**config.mk**
```make
export PLATFORM = sky130hd
export DESIGN_NAME = mem_arbiter
export DESIGN_NICKNAME = d
export VERILOG_FILES = /design/src/rtl/mem_arb_pkg.sv /design/src/rtl/mem_arb_rsp_pipe.sv /design/src/rtl/mem_arbiter.sv
export SDC_FILE = /design/constraint.sdc
export NUM_CORES = 1
export LEC_CHECK = 0
export ABC_AREA = 0
export BUFFER_PORTS_ARGS = -buffer_cell sky130_fd_sc_hd__buf_2
export CAP_MARGIN = 20
export CELL_PAD_IN_SITES_DETAIL_PLACEMENT = 1
export CELL_PAD_IN_SITES_GLOBAL_PLACEMENT = 1
export CORE_ASPECT_RATIO = 0.5
export CORE_MARGIN = 2
export CORE_UTILIZATION = 25
export DETAILED_ROUTE_END_ITERATION = 12
export PLACE_DENSITY = 0.95
export SYNTH_ARGS = -nofsm -noshare
export SYNTH_HDL_FRONTEND = slang
export SYNTH_SLANG_ARGS = --single-unit
```
**constraint.sdc**
```tcl
create_clock -name clk -period 4.4 [get_ports clk]
set_input_delay 0.66 -clock clk [delete_from_list [all_inputs] [get_ports clk]]
set_output_delay 0.66 -clock clk [all_outputs]
set_load 0.02 [all_outputs]
```
**src/rtl/mem_arb_pkg.sv**
```systemverilog
// Shared types for the memory arbiter: FSM states, requester ids, return-pipe entry.
// Also holds the block-offset width helper used to slice beat addresses.
package mem_arb_pkg;

    typedef enum logic [1:0] {
        IDLE,
        RD,
        WR
    } arb_state_t;

    typedef enum logic {
        REQ_I,
        REQ_D
    } req_t;

    typedef struct packed {
        logic vld;
        logic last;
        req_t owner;
    } rsp_t;

    // Byte-offset bits of one cache block: word-index bits plus the 2 byte bits.
    function automatic int off_w(input int burst_len);
        return $clog2(burst_len) + 2;
    endfunction

endpackage

```
**src/rtl/mem_arb_rsp_pipe.sv**
```systemverilog
// Purpose: tracks in-flight memory reads so each return is tagged with owner and last flag.
// Latency: MEM_LAT cycles from entry to exit; one entry per cycle.
// Backpressure: none; memory returns cannot be stalled, clr discards everything in flight.
module mem_arb_rsp_pipe
    import mem_arb_pkg::*;
#(
    parameter int MEM_LAT = 2
) (
    input  logic clk,
    input  logic clr,
    input  rsp_t in_rsp,
    output rsp_t out_rsp
);

    rsp_t stage [MEM_LAT];

    always_ff @(posedge clk) begin
        if (clr) begin
            for (int i = 0; i < MEM_LAT; i++) begin
                stage[i] <= '0;
            end
        end else begin
            stage[0] <= in_rsp;
            for (int i = 1; i < MEM_LAT; i++) begin
                stage[i] <= stage[i-1];
            end
        end
    end

    assign out_rsp = stage[MEM_LAT-1];

endmodule

```
**src/rtl/mem_arbiter.sv**
```systemverilog
// Purpose: shares one fixed-latency memory between I-cache refills and D-cache read/write bursts.
// Latency: grant and beat 0 one cycle after req is seen in IDLE; read data MEM_LAT after each issue.
// Backpressure: requests wait in IDLE only; a granted burst always runs to completion.
// Optional feature: define MEM_ARB_RR_EN for round-robin tie-breaking (default: D side wins ties).
module mem_arbiter
    import mem_arb_pkg::*;
#(
    parameter int ADDR_W    = 32,
    parameter int DATA_W    = 32,
    parameter int BURST_LEN = 4,
    parameter int MEM_LAT   = 2
) (
    input  logic              clk,
    input  logic              rst_n,
    input  logic              i_req,
    input  logic [ADDR_W-1:0] i_addr,
    output logic              i_gnt,
    output logic              i_rvalid,
    output logic [DATA_W-1:0] i_rdata,
    output logic              i_last,
    input  logic              d_req,
    input  logic              d_we,
    input  logic [ADDR_W-1:0] d_addr,
    input  logic [DATA_W-1:0] d_wdata,
    output logic              d_gnt,
    output logic              d_wready,
    output logic              d_rvalid,
    output logic [DATA_W-1:0] d_rdata,
    output logic              d_last,
    output logic              mem_en,
    output logic              mem_we,
    output logic [ADDR_W-1:0] mem_addr,
    output logic [DATA_W-1:0] mem_wdata,
    input  logic [DATA_W-1:0] mem_rdata
);

    localparam int OFF = off_w(BURST_LEN);
    localparam int BW  = OFF - 2;
    localparam logic [BW-1:0] LAST_BEAT = BW'(BURST_LEN - 1);

    arb_state_t          state;
    req_t                cur_owner;
    logic [ADDR_W-OFF-1:0] base;
    logic [BW-1:0]       beat;
    logic                issue;
    logic                we_q;
    logic                i_gnt_q;
    logic                d_gnt_q;
    logic                pick_d;
    rsp_t                pipe_in;
    rsp_t                pipe_out;
    logic                unused_addr_bits;

    assign unused_addr_bits = ^{i_addr[OFF-1:0], d_addr[OFF-1:0]};

`ifdef MEM_ARB_RR_EN
    req_t last_srv;

    // On a tie the side that was not served most recently wins.
    always_comb begin
        pick_d = d_req & (~i_req | (last_srv == REQ_I));
    end

    always_ff @(posedge clk) begin
        if (!rst_n) begin
            last_srv <= REQ_I;
        end else if (state == IDLE && (i_req || d_req)) begin
            last_srv <= pick_d ? REQ_D : REQ_I;
        end
    end
`else
    always_comb begin
        pick_d = d_req;
    end
`endif

    always_ff @(posedge clk) begin
        if (!rst_n) begin
            state     <= IDLE;
            cur_owner <= REQ_I;
            base      <= '0;
            beat      <= '0;
            issue     <= 1'b0;
            we_q      <= 1'b0;
            i_gnt_q   <= 1'b0;
            d_gnt_q   <= 1'b0;
        end else begin
            unique case (state)
                IDLE: begin
                    if (i_req || d_req) begin
                        cur_owner <= pick_d ? REQ_D : REQ_I;
                        base      <= pick_d ? d_addr[ADDR_W-1:OFF] : i_addr[ADDR_W-1:OFF];
                        beat      <= '0;
                        issue     <= 1'b1;
                        we_q      <= pick_d & d_we;
                        state     <= (pick_d && d_we) ? WR : RD;
                        i_gnt_q   <= ~pick_d;
                        d_gnt_q   <= pick_d;
                    end
                end
                RD: begin
                    if (issue) begin
                        beat <= beat + BW'(1);
                        if (beat == LAST_BEAT) begin
                            issue <= 1'b0;
                        end
                    end
                    // Grant is held until the final return has been delivered.
                    if (pipe_out.vld && pipe_out.last) begin
                        state   <= IDLE;
                        i_gnt_q <= 1'b0;
                        d_gnt_q <= 1'b0;
                    end
                end
                WR: begin
                    beat <= beat + BW'(1);
                    if (beat == LAST_BEAT) begin
                        issue   <= 1'b0;
                        we_q    <= 1'b0;
                        state   <= IDLE;
                        i_gnt_q <= 1'b0;
                        d_gnt_q <= 1'b0;
                    end
                end
                default: begin
                    state <= IDLE;
                end
            endcase
        end
    end

    assign pipe_in = '{vld: issue & ~we_q, last: (beat == LAST_BEAT), owner: cur_owner};

    mem_arb_rsp_pipe #(
        .MEM_LAT (MEM_LAT)
    ) u_rsp_pipe (
        .clk     (clk),
        .clr     (!rst_n),
        .in_rsp  (pipe_in),
        .out_rsp (pipe_out)
    );

    assign mem_en    = issue;
    assign mem_we    = we_q;
    assign mem_addr  = {base, beat, 2'b00};
    assign mem_wdata = we_q ? d_wdata : '0;
    assign d_wready  = we_q;

    assign i_gnt    = i_gnt_q;
    assign d_gnt    = d_gnt_q;
    assign i_rvalid = pipe_out.vld & (pipe_out.owner == REQ_I);
    assign d_rvalid = pipe_out.vld & (pipe_out.owner == REQ_D);
    assign i_rdata  = i_rvalid ? mem_rdata : '0;
    assign d_rdata  = d_rvalid ? mem_rdata : '0;
    assign i_last   = i_rvalid & pipe_out.last;
    assign d_last   = (d_rvalid & pipe_out.last) | (we_q & (beat == LAST_BEAT));

endmodule

```
==> impl_results.md <==
* Status: complete, no violations
* F_max at 341.7 MHz
* Seq/Total Area, Yosys at 32.01%
* Relative slew slack at 37.63%
* Fin cells at 693
* Slowest CP cell: dfxtp_1
* Setup_tns at 0 ps
* P_sw at 608.6 uW
* Largest net degree at the start of global routing at 57
* Yosys top cell area share at 32.01%
* Hold_buf cts at 0
* Min-Delay Path Depth at 1
* Drt initial violations at 70
* Seq pwr share at 33.5%
* Antenna violations before repair at 0
* Worst setup SP type: flip-flop
* Die area at 11650 um^2
* Antenna-violating nets left at 0
* Number of synthesized flops with an enable pin at 0
* Slew Limit Fails at 0
* Final hold violations at 0
* Detailed Routing Iterations Pass 1 at 4
* Post-CTS Resized at 0
* Final clock skew at 3.016 ps
* Least-Margin Pin Slew at 934.3 ps
* Residual DRC at 0
* Final WL at 10150 um
* GRT overflow at 0
* Area leader, netlist: dfxtp_1
* Horiz. Die Dim at 150.7 um
* Hold/Removal Path Class: reg2reg
* Crit path DAT at 2270 ps
* Flops & latches, synth at 43
* Synth warnings at 0
* Tot Pwr at 1578 uW
* Req. time, crit path at 3740 ps
* Post-synth ARST share at 0%
* Ys flop type: dfxtp_1
* Reg2Reg Depth at 6
* Sw frac at 38.56%
* Layout area overhead at 55.89%
* Worst slack, placed at 1627 ps
* CTS Root Cell: clkbuf_16
* Max VDD drop at 0.0001928 V
* Ports at 270
* CP peak stage delay at 930 ps
* CTS buffer count at 5
* Std-Cell Rows at 26
* Final Worst Setup Slack at 1473 ps
* Final HPWL DP at 7842 um
* Fin util at 40.52%
* Placed Instances at 684
* Cell Chain, Critical Path: and2b_1, and2_1, buf_2
* RSZ-0062 raised after global routing: false
* Fraction of layout cells with a size suffix above 1 at 51.18%
* Number of diodes at 0
* Critical Path Fanout Max at 34
* Final setup violating endpoints at 0
* Lkg Pwr at 0.002508 uW
* WS Path Type: reg2out
* First-pass GRT wire length at 15830 um
* WP buf/inv at 1
* Netlist cell types at 36
* Crit path max-delay family: flip-flops
* Longest Clk Path Bufs at 2
* Nets@finish at 691
* Initial Utilization at 25.99%
* CP Capture Type: output pin
* Mapped cell area at 2689 um^2
* Clk sinks at 43
* Die Y at 77.34 um
* Tot GR Track Use at 16.50%
* Tcrit/Tclk final at 66.51%
* CTS tree: built
* Tmin final at 2927 ps
* Vias in the first global route at 3287
* Reg clk slew, reported paths at 60 ps
* Pwr Density at 376.6 nW/um^2
* Total internal power at 969.8 uW
* Drt via density at 4.561
* Final GP Congestion at 0.7068
* Cells after Synth at 311
* Wire per inst at 14.65 um
* Comb pwr share at 41.9%
* Crit path depth at 3
* Vias at 3161
* Avg Cell Area, Syn at 8.646 um^2
* # port buffers at 259
* Clock H-tree levels at 2
* Post-CTS setup buffers at 0
* Insertion delay to the later sink of the worst-skew pair at 280 ps
* MaxCap Viol Count at 0
* Synth area leaders: dfxtp_1, and2_1, mux2i_1, and3_1, a211oi_1
* Core footprint at 10340 um^2
* Clock power frac at 24.6%
-- path summary, 6_finish.rpt --
check             slack [ps]                                 to                              start
setup reg to reg        2610               base[0]$_SDFFE_PN0P_              state[0]$_SDFFE_PN0P_
setup / recovery        1470                        i_rdata[24]  u_rsp_pipe.stage[0][3]$_SDFF_PN0_
hold reg to reg          430  u_rsp_pipe.stage[0][3]$_SDFF_PN0_  u_rsp_pipe.stage[0][0]$_SDFF_PN0_
hold / removal           430  u_rsp_pipe.stage[0][3]$_SDFF_PN0_  u_rsp_pipe.stage[0][0]$_SDFF_PN0_
-- cell usage after synthesis, types with 2 or more instances --
library cell	number
mux2i_1	32
and2_1	70
nand2_1	7
buf_4	6
a21oi_1	4
inv_1	3
or4_1	3
a211oi_1	18
ha_1	6
a211oi_2	10
buf_2	3
nor2_1	31
o31ai_1	4
buf_6	4
nor2b_1	2
clkbuf_1	15
dfxtp_1	43
and3_1	32
-- power by group through the flow --
stage	Sequential, uW	Clock, uW	Combinational [uW]
after floorplan	610	0	367
after global placement	529	0	621
after detailed placement	536	0	650
after CTS	530	397	653
after global routing	543	416	719
final	529	388	661
-- flip-flops by register name (all words and copies together), names as in the netlist --
signal,count
d_gnt,1
cur_owner,1
d_wready,1
state,2
mem_en,1
i_gnt,1
u_rsp_pipe.stage,6
beat,2
base,28
-- per-stage QoR --
stage	area, um^2	hold WS (ps)
4_1_cts	4172	437.2
3_5_place_dp	4015	430.3
2_1_floorplan	2693	411.9
3_3_place_gp	4015	414.0
5_1_grt	4192	457.4
6_report	4192	434.2
-- cells in the final DEF (no fill, tap or decap), types with 2 or more instances in the layout --
cell type and count:
buf_2 259, and2_1 70, dfxtp_1 43, and3_1 32, mux2i_1 32, nor2_1 31, a211oi_1 18, a211oi_2 10
nand2_1 7, ha_1 6, clkbuf_16 5, o31ai_1 4, a21oi_1 4, inv_1 3, or4_1 3, nor2b_1 2
conb_1 2, clkbuf_8 2, buf_4 2
-- per-layer routing --
layer,part of all wire [%],GRT usage [%],vias to the layer above
met2,52,32.14,123
li1,-,-,1544
met4,1.9,5.234,0
met3,6.6,3.529,21
met5,0,0,-
met1,40,17.68,1473
-- cells by family (layout without fill, tap and decap cells) --
logic type / count (synthesis) / in the layout / share of synthesized area, %
AO/OA/AOI/OAI: 40 / 40 / 12.70
AND/OR/NAND/NOR: 156 / 156 / 33.74
adder cells (fa/ha/maj): 6 / 6 / 2.792
flip-flops: 43 / 43 / 32.02
buffers and inverters: 33 / 274 / 6.700
multiplexers: 32 / 32 / 11.91
other: 1 / 2 / 0.1395
-- final cells by class --
class,count,area (um^2)
well taps,140,175.2
clock buffers,8,156.4
repair buffers,262,1331
fillers,1321,6153
flip-flops and latches,43,860.8
multi-input cells,236,1653
inverters,4,15.01
-- worst reg2reg max path: stages (launching register included) --
cell      delay, ps
dfxtp_1         340
inv_1           140
ha_1            240
o21a_2          370
buf_12          260
nor2_1          100
a211oi_1        240
(Power assumes the default switching activity.)
